--- src/rtl/onehot_decoder_timed.sv ---
// Purpose : timed 3-to-8 decoder; code 0 drives line 7 and code 7 drives line 0.
//           The selected line is held for HOLD_CYCLES, then an optional idle GAP follows.
// Latency : the one-hot line is visible the cycle after the accepting edge.
//           done pulses for one cycle after the pulse ends.
// Backpr. : in_ready is high only in IDLE. Nothing is queued.
//           The producer holds in_code/in_valid until it sees in_ready.
// Ports   : clk/rst_n (async active-low) | in_valid, in_ready, in_code[2:0]
//           out_onehot[7:0], out_valid, last_code[2:0], done
module onehot_decoder_timed #(
  parameter int unsigned HOLD_CYCLES = 4,
  parameter int unsigned GAP_CYCLES  = 1,
  parameter int unsigned CNT_W       = 8
) (
  input  logic       clk,
  input  logic       rst_n,
  input  logic       in_valid,
  output logic       in_ready,
  input  logic [2:0] in_code,
  output logic [7:0] out_onehot,
  output logic       out_valid,
  output logic [2:0] last_code,
  output logic       done
);

  // A hold length of 0 would be meaningless, so it behaves as 1.
  localparam int unsigned HOLD_EFF = (HOLD_CYCLES == 0) ? 1 : HOLD_CYCLES;
  // Counters load N-1 and run down to 0, giving exactly N cycles in the state.
  localparam logic [CNT_W-1:0] HOLD_LOAD = CNT_W'(HOLD_EFF - 1);
  localparam logic [CNT_W-1:0] GAP_LOAD  =
    CNT_W'((GAP_CYCLES == 0) ? 32'd0 : GAP_CYCLES - 1);

  typedef enum logic [1:0] {
    ST_IDLE = 2'd0,
    ST_HOLD = 2'd1,
    ST_GAP  = 2'd2
  } state_e;

  state_e           state_q, state_d;
  logic [CNT_W-1:0] cnt_q, cnt_d;
  logic [7:0]       onehot_q, onehot_d;
  logic             valid_q, valid_d;
  logic [2:0]       last_q, last_d;
  logic             done_q, done_d;
  logic             accept;

  always_ff @(posedge clk or negedge rst_n) begin
    if (!rst_n) begin
      state_q  <= ST_IDLE;
      cnt_q    <= '0;
      onehot_q <= 8'h00;
      valid_q  <= 1'b0;
      last_q   <= 3'b000;
      done_q   <= 1'b0;
    end else begin
      state_q  <= state_d;
      cnt_q    <= cnt_d;
      onehot_q <= onehot_d;
      valid_q  <= valid_d;
      last_q   <= last_d;
      done_q   <= done_d;
    end
  end

  always_comb begin
    state_d  = state_q;
    cnt_d    = cnt_q;
    onehot_d = onehot_q;
    valid_d  = valid_q;
    last_d   = last_q;
    done_d   = 1'b0;     // done is a single-cycle pulse unless re-raised
    in_ready = (state_q == ST_IDLE);
    accept   = in_valid && in_ready;

    unique case (state_q)
      ST_IDLE: begin
        if (accept) begin
          // Bit (7 - code) is set; shifting the MSB right by the code is equivalent.
          onehot_d = 8'h80 >> in_code;
          valid_d  = 1'b1;
          last_d   = in_code;
          cnt_d    = HOLD_LOAD;
          state_d  = ST_HOLD;
        end
      end
      ST_HOLD: begin
        if (cnt_q != '0) begin
          cnt_d = cnt_q - CNT_W'(1);
        end else begin
          onehot_d = 8'h00;
          valid_d  = 1'b0;
          done_d   = 1'b1;
          if (GAP_CYCLES == 0) begin
            state_d = ST_IDLE;
          end else begin
            cnt_d   = GAP_LOAD;
            state_d = ST_GAP;
          end
        end
      end
      ST_GAP: begin
        if (cnt_q != '0) begin
          cnt_d = cnt_q - CNT_W'(1);
        end else begin
          state_d = ST_IDLE;
        end
      end
      default: begin
        state_d = ST_IDLE;
      end
    endcase
  end

  assign out_onehot = onehot_q;
  assign out_valid  = valid_q;
  assign last_code  = last_q;
  assign done       = done_q;

endmodule

--- config.mk ---
export PLATFORM = sky130hd
export DESIGN_NAME = onehot_decoder_timed
export DESIGN_NICKNAME = d
export VERILOG_FILES = /design/src/rtl/onehot_decoder_timed.sv
export SDC_FILE = /design/constraint.sdc
export NUM_CORES = 1
export LEC_CHECK = 0
export BUFFER_PORTS_ARGS = -buffer_cell sky130_fd_sc_hd__buf_2
export CORE_MARGIN = 1
export CORE_UTILIZATION = 54
export CTS_BUF_LIST = sky130_fd_sc_hd__clkbuf_4 sky130_fd_sc_hd__clkbuf_8 sky130_fd_sc_hd__clkbuf_16
export DETAILED_ROUTE_END_ITERATION = 6
export PLACE_DENSITY = 0.87
export SLEW_MARGIN = 30
export SYNTH_ARGS = -nofsm -noshare
export SYNTH_HDL_FRONTEND = slang
export SYNTH_SLANG_ARGS = --single-unit
--- constraint.sdc ---
create_clock -name clk -period 2.6 [get_ports clk]
set_input_delay 0.52 -clock clk [delete_from_list [all_inputs] [get_ports clk]]
set_output_delay 0.52 -clock clk [all_outputs]
set_load 0.01 [all_outputs]
# == Word level (Yosys, flattened, before mapping) ==
# Index checks and enable logic that the tools add are counted.
# word_totals
word_cells,39
regBits,23
inputBits,6
out_inout_bits,14
# op_classes
n_eq_ne,6
reduce_logical,9
n_addsub,1
mux,16
shifts,1
# ops
operator,n
two-way mux 8 bit,5
case mux 8 bit (3 select lines),1
case mux 8 bit (2 select lines),1
AND reduction 3 bit,3
nonzero test 8 bit,1
>> shifter 8 x 3 -> 8 bit (first input constant),1
subtractor 8 x 1 -> 8 bit (second input constant),1
two-way mux 2 bit,3
inequality test 2 bit (second input constant),3
case mux 2 bit (3 select lines),1
two-way mux 1 bit,4
nonzero test 3 bit,1
equality test 2 x 1 -> 1 bit (second input constant),1
equality test 2 bit (second input constant),1
logical NOT 2 bit,1
inequality test 2 x 1 -> 1 bit (second input constant),1
case mux 1 bit (2 select lines),1
AND reduction 2 bit,1
nonzero test 2 bit,1
logical AND 1 bit,1

# == Longest topological paths before layout ==
# Gate-level depths: netlist (run 1).
# depth
ltp_word,4
mapped_depth,7
ltp_nobuf,6

# == Least setup slack after synthesis (run 1) ==
# OpenSTA, ideal clock, no wires.
# synth_path
kind,register -> register
startpoint,register cnt_q[0]
endpoint,register onehot_q[7] (netlist: out_onehot[7])
synth_period_minus_slack_ps,1928
setup_ps,121
setup_slack_ps,672
t_arrival_ps,1807
path_buffers,1
path_stages_with_launch,8
required_time_ps,2479
cell_sequence,dfrtp_1 -> inv_1 -> ha_1 -> nor3b_1 -> nand2_2 -> a211o_1 -> buf_6 -> a22o_1
# synth_via
elab_chain_len,3
# synth_lines
item,line,source
start: declaration,39,"logic [CNT_W-1:0] cnt_q, cnt_d;"
start signal: assignment,56,cnt_q <= cnt_d;
nonzero test 8 bit,86,if (cnt_q != '0) begin
inequality test 2 bit (no source line),n/a,
AND reduction 3 bit (no source line),n/a,
end signal: assignment,57,onehot_q <= onehot_d;
end: declaration,40,"logic [7:0] onehot_q, onehot_d;"
# No other way between the ends.
# A chain may end at the register's enable or synchronous reset.

# == Final worst setup path (run 1) ==
# Ends and elaborated chain as after synthesis.

==> metrics.csv, run 1 <==
stage,metric,value,unit
setup_path,"Req. time, crit path",2810,ps
route,routed vias,909,
cells_and_area,fraction of layout cells with a size suffix above 1,21.5,%
floorplanning,Die ar.,2300,sq um
logic_synthesis,Syn Inst Count,109,
global_routing,initial antenna violation count,0,
placed_design,dpl cell area,1250,sq um
setup_path,arrival time worst endpoint,2470,ps
cts,htree depth,1,
min_path,Hold/Removal Path Class,in2async,
sta,fin crit period,2260,ps
cells_and_area,"Core Util, Final",64.7,%
cts,post-CTS sizing,0,
sta,Worst Max-Slew Pin Slew,746,ps
logic_synthesis,"Top FF cell, synth",dfrtp_1,
logic_synthesis,sequential fraction of the synthesis area,50.4,%
cts,Clock Pin Slew Worst Setup and Hold Paths,130,ps
cts,total CTS buffers,3,
route,drt pass-1 iters,4,
setup_path,Setup crit start kind,flop,
cts,# hold bufs at CTS,0,
cells_and_area,"leading cell type in the layout, fill and taps excluded",dfrtp_1,
cells_and_area,FF/Latch Area,576,sq um
sta,fmax,443,MHz
logic_synthesis,ys async rst share,100,%
sta,relative slew slack,50.1,%
logic_synthesis,number of synthesized register bits,23,
route,Vias/cell,5.79,
global_routing,vias in the first global route,843,
cts,root buf cell,clkbuf_4,
sta,Final setup viols,0,
cts,latest clock arrival within the worst-skew pair,300,ps
floorplanning,die height,48.0,microns
cells_and_area,Area Overhead vs Synth,12.4,%
floorplanning,IO Count,20,
cts,Clock Path Buffers,2,
global_routing,largest net degree at the start of global routing,24,
global_routing,gr ovfl total,0,
outcome,status,"complete, no violations",
sta,Clock Skew,2.83,ps
sta,Final Cycle Share,86.9,%
sta,RSZ-0062 raised after global routing,false,
route,post-route ant nets,0,
floorplanning,Chip Width,48.0,microns
route,initial drt markers,24,
placed_design,IO Port Bufs,19,
power_and_ir_drop,Leak,0.654,nW
floorplanning,initial core utilization,57.6,%
logic_synthesis,"Cell Area, Synth",1140,sq um
cells_and_area,# diodes,0,
cts,clock sink count,23,
cts,Setup Buffers After CTS,0,
global_routing,global-route wire length before repair,3.57,mm
setup_path,Critical Path End Type,flop,
logic_synthesis,Syn. warnings,0,
cells_and_area,Fill cells,153,
sta,Final Hold Vio Count,0,
route,Residual DRC,0,
route,Detailed Route WL,2.20,mm
logic_synthesis,Post-Syn Area per Cell,10.5,sq um
power_and_ir_drop,worst vdd ir,712,uV
sta,setup slack after layout,342,ps
job,Max-cap violations,0,
placed_design,Final GP Congestion,0.845,
cells_and_area,post-route cell area,1280,sq um
setup_path,CP Class,reg2reg,
cells_and_area,"commonest non-fill, non-tap cells in the layout","23 x dfrtp_1, 19 x buf_2, 10 x nand2_1",
route,Routed WL per cell,14.0,microns
cts,CTS tree,built,
logic_synthesis,syn nets,121,
floorplanning,core area,1980,sq um
setup_path,largest fanout on the critical path,9,
sta,pins over their slew limit,0,
placed_design,pre-CTS WS,414,ps
logic_synthesis,Post-synth EDFFs,0,
cells_and_area,nets@finish,143,
sta,setup_tns,0,ps
floorplanning,row cnt,16,
cells_and_area,area of the multi-input gates,520,sq um
logic_synthesis,count of cell types in the netlist,32,
power_and_ir_drop,pwr dens,1170,nW/um^2
global_routing,all-layer global routing usage,22.5,%
placed_design,hpwl dp,1.62,mm
critical path, cell delays in order, from the launching register on:
cell and delay (ps):
dfrtp_1 440, inv_1 100, ha_1 140, nor3b_1 620, nand2_2 150, a211o_1 450, a22o_1 270
through the flow:
stage / instances / hold WS, ps / total power [mW]
6_report: 157 / 156 / 1.50
5_1_grt: 157 / 198 / 1.64
4_1_cts: 157 / 171 / 1.50
3_5_place_dp: 153 / 473 / 1.34
3_3_place_gp: 153 / 457 / 1.31
2_1_floorplan: 109 / 224 / 1.15
synthesized netlist by cell type (all sizes together), types with 2 or more instances:
cell type,instances,area share (%)
nor3b,2,1.3
and3,2,1.1
o22ai,2,1.1
nor3,2,0.88
a21oi,5,2.2
or2,2,1.1
nand3,4,1.8
a32o,6,5.3
o2bb2ai,3,2.3
ha,6,6.6
nand2,11,3.8
o21ai,7,3.1
nor2,8,2.6
inv,8,2.6
a22o,3,2.3
dfrtp,23,50
area by class of cell:
type,instances,area share [%]
clock buffers,3,1.76
clock inverters,1,0.390
multi-input cells,76,40.6
repair buffers,19,7.41
flip-flops and latches,23,44.9
well taps,27,2.63
inverters,8,2.34
flip-flops by register name, indices dropped and copies added (netlist names):
register	count
out_valid	1
state_q	2
last_code	3
cnt_q	8
done	1
out_onehot	8
report_power, final:
group,total [mW],internal (mW),switching [mW]
clock,0.163,0.0573,0.106
combinational,0.780,0.316,0.464
sequential,0.559,0.476,0.0827
total,1.50,0.849,0.653
final timing paths:
kind | end | from | cells past startpoint | slack [ps]
hold reg to reg | last_code[2] | last_code[2] | 2 | 500
hold / removal | cnt_q[6] | rst_n | 1 | 160
max in group asynchronous | done | rst_n | 1 | 2120
setup / recovery | out_onehot[7] | cnt_q[0] | 6 | 340
setup reg to reg | out_onehot[7] | cnt_q[0] | 6 | 340
min in group clk | last_code[0] | in_code[0] | 2 | 480
layer usage:
| metal | up-vias | track usage, % | routed length (microns) |
|---|---|---|---|
| met5 | - | 0 | 0 |
| met4 | 0 | 11.1 | 13 |
| met3 | 2 | 4.53 | 70 |
| met2 | 24 | 33.2 | 1060 |
| met1 | 446 | 31.6 | 1050 |
| li1 | 437 | - | - |
kinds of logic after synthesis:
| logic type | Yosys count | share of synthesized area (%) |
|---|---|---|
| flops | 23 | 50.4 |
| xor+xnor | 1 | 0.768 |
| compound gates | 33 | 21.2 |
| buf+inv | 10 | 3.95 |
| simple gates | 35 | 16.1 |
| mux | 1 | 0.987 |
| fa+ha+maj | 6 | 6.58 |
(Power assumes the default switching activity.)
==> inputs of run 2 (changes only) <==
BUFFER_PORTS_ARGS = not set   (was -buffer_cell sky130_fd_sc_hd__buf_2)
CORE_UTILIZATION = 60   (was 54)
DONT_BUFFER_PORTS = 1   (was not set)
PLACE_DENSITY = 0.86   (was 0.87)
==> metrics.csv, run 2 (synthesized netlist as in run 1, its figures left out) <==
stage,metric,value,unit,change
floorplanning,core area,1750,sq um,was 1980 sq um
setup_path,R2R Path Start,cnt_q[0],,unchanged
setup_path,CP Class,reg2reg,,unchanged
setup_path,Setup crit start kind,flop,,unchanged
sta,pins over their slew limit,0,,unchanged
power_and_ir_drop,sw frac,44.3,%,was 43.5%
sta,RSZ-0062 raised after global routing,false,,unchanged
cts,Clock Pin Slew Worst Setup and Hold Paths,120,ps,was 130 ps
setup_path,Slowest cell on crit path,nor3b_1,,unchanged
cells_and_area,# diodes,0,,unchanged
setup_path,arrival time worst endpoint,2450,ps,was 2470 ps
sta,Final setup viols,0,,unchanged
route,Routed WL per cell,15.1,microns,was 14.0 microns
global_routing,gr ovfl total,0,,unchanged
cts,Setup Buffers After CTS,0,,unchanged
sta,relative slew slack,52.2,%,was 50.1%
placed_design,pre-CTS WS,456,ps,was 414 ps
setup_path,Critical Path End Type,flop,,unchanged
floorplanning,Die ar.,2080,sq um,was 2300 sq um
setup_path,largest fanout on the critical path,9,,unchanged
route,routed vias,855,,was 909
floorplanning,initial core utilization,65.4,%,was 57.6%
cells_and_area,"non-filler cells, final",137,,was 157
sta,fmax,447,MHz,was 443 MHz
power_and_ir_drop,P_int,0.798,mW,was 0.849 mW
cts,latest clock arrival within the worst-skew pair,310,ps,was 300 ps
cts,total CTS buffers,3,,unchanged
route,Detailed Route WL,2.07,mm,was 2.20 mm
cells_and_area,nets@finish,125,,was 143
route,Residual DRC,0,,unchanged
global_routing,largest net degree at the start of global routing,24,,unchanged
cells_and_area,fraction of layout cells with a size suffix above 1,8.93,%,was 21.5%
floorplanning,row cnt,15,,was 16
floorplanning,IO Count,20,,unchanged
cts,# hold bufs at CTS,1,,was 0
sta,setup slack after layout,362,ps,was 342 ps
global_routing,vias in the first global route,786,,was 843
sta,fin crit period,2240,ps,was 2260 ps
setup_path,CP Buf/Inv Count,1,,unchanged
global_routing,global-route wire length before repair,3.42,mm,was 3.57 mm
sta,Worst Max-Slew Pin Slew,716,ps,was 746 ps
route,drt pass-1 iters,5,,was 4
setup_path,r2r worst-path depth,6,,unchanged
setup_path,worst path cell trace,"inv_1, ha_1, nor3b_1, nand2_2, a211o_1, a22o_1",,unchanged
setup_path,crit-path max cell delay,600,ps,was 620 ps
power_and_ir_drop,worst vdd ir,780,uV,was 712 uV
cts,clock sink count,23,,unchanged
global_routing,initial antenna violation count,0,,unchanged
power_and_ir_drop,Comb pwr share,46.5,%,was 51.9%
power_and_ir_drop,Sequential Power Share,42.1,%,was 37.2%
min_path,Hold/Removal Path Class,in2async,,unchanged
floorplanning,die height,45.6,microns,was 48.0 microns
cells_and_area,Area Overhead vs Synth,4.28,%,was 12.4%
setup_path,"Req. time, crit path",2810,ps,about the same
placed_design,Final GP Congestion,0.843,,was 0.845
setup_path,critical path startpoint,cnt_q[0],,unchanged
cells_and_area,"commonest non-fill, non-tap cells in the layout","23 x dfrtp_1, 10 x nand2_1, 8 x inv_1, 8 x nor2_1, 7 x o21ai_0",,"was 23 x dfrtp_1, 19 x buf_2, 10 x nand2_1"
power_and_ir_drop,Switch Pwr,0.635,mW,was 0.653 mW
placed_design,IO Port Bufs,0,,was 19
cts,Clock Path Buffers,2,,unchanged
route,initial drt markers,30,,was 24
setup_path,R2R Path End,out_onehot[7],,unchanged
placed_design,hpwl dp,1.53,mm,was 1.62 mm
setup_path,Crit path max-delay family,simple AND/OR/NAND/NOR gates,,unchanged
setup_path,Reg2Reg Setup Slack,360,ps,was 340 ps
floorplanning,Chip Width,45.6,microns,was 48.0 microns
route,Vias/cell,6.24,,was 5.79
sta,Final Cycle Share,86.1,%,was 86.9%
global_routing,all-layer global routing usage,23.1,%,was 22.5%
sta,Final Hold Vio Count,0,,unchanged
placed_design,DP Cell Count,132,,was 153
job,Max-cap violations,0,,unchanged
outcome,status,"complete, no violations",,unchanged
power_and_ir_drop,Leak,0.569,nW,was 0.654 nW
cts,CTS tree,built,,unchanged
cts,htree depth,1,,unchanged
cts,root buf cell,clkbuf_4,,unchanged
cts,post-CTS sizing,0,,unchanged
route,post-route ant nets,0,,unchanged
cells_and_area,"leading cell type in the layout, fill and taps excluded",dfrtp_1,,unchanged
power_and_ir_drop,Clk pwr share,11.3,%,was 10.9%
power_and_ir_drop,pwr dens,1210,nW/um^2,was 1170 nW/um^2
sta,setup_tns,0,ps,unchanged
sta,Clock Skew,3.31,ps,was 2.83 ps
==> run 2: cell types whose count changed in the layout (fill, tap and decap cells not counted), sizes merged <==
cell	delta
buf	-18
==> run 2: worst max path at each step <==
stage	end	slack (ps)	depth (start not counted)
floorplan	out_onehot[7]	670	7
global placement	out_onehot[7]	550	6
detailed placement	out_onehot[7]	460	6
CTS	out_onehot[7]	390	6
global route	out_onehot[7]	200	6
finish	out_onehot[7]	360	6
==> run 2: area by class of cell <==
type / instances / area (sq um)
multi-input cells: 76 / 520
fillers: 143 / 556
well taps: 25 / 31.3
clock inverters: 1 / 5.00
clock buffers: 3 / 22.5
flip-flops and latches: 23 / 576
inverters: 8 / 30.0
repair buffers: 1 / 5.00
==> run 2: per-stage QoR <==
step           area, sq um  total power [mW]  hold slack [ps]  util [%]
2_1_floorplan         1140              1.15              224         -
3_3_place_gp          1160              1.23              225      66.3
3_5_place_dp          1160              1.27              225      66.3
4_1_cts               1190              1.44              346      68.5
5_1_grt               1190              1.56              182      68.2
6_report              1190              1.43              147      68.2
==> run 2: worst register-to-register path, cell delays in order (launching register included) <==
cell     delay [ps]
dfrtp_1         440
inv_1           100
ha_1            150
nor3b_1         600
nand2_2         130
a211o_1         440
a22o_1          280
==> run 2: power groups by stage <==
stage          sequential (mW)  clock, mW  combinational (mW)
3_3_place_gp             0.609          0               0.625
6_report                 0.604      0.162               0.667
4_1_cts                  0.605      0.168               0.665
2_1_floorplan            0.591          0               0.562
3_5_place_dp             0.613          0               0.653
5_1_grt                  0.619      0.182               0.754
==> run 2: per-layer routing <==
| metal | vias to the layer above | GRT usage [%] | part of all wire, % | wire length (microns) |
|---|---|---|---|---|
| met1 | 418 | 34.8 | 48 | 984 |
| li1 | 405 | - | - | - |
| met3 | 5 | 5.16 | 4.9 | 101 |
| met5 | - | 0 | 0 | 0 |
| met4 | 0 | 9.09 | 1.4 | 28 |
| met2 | 27 | 31.7 | 46 | 954 |
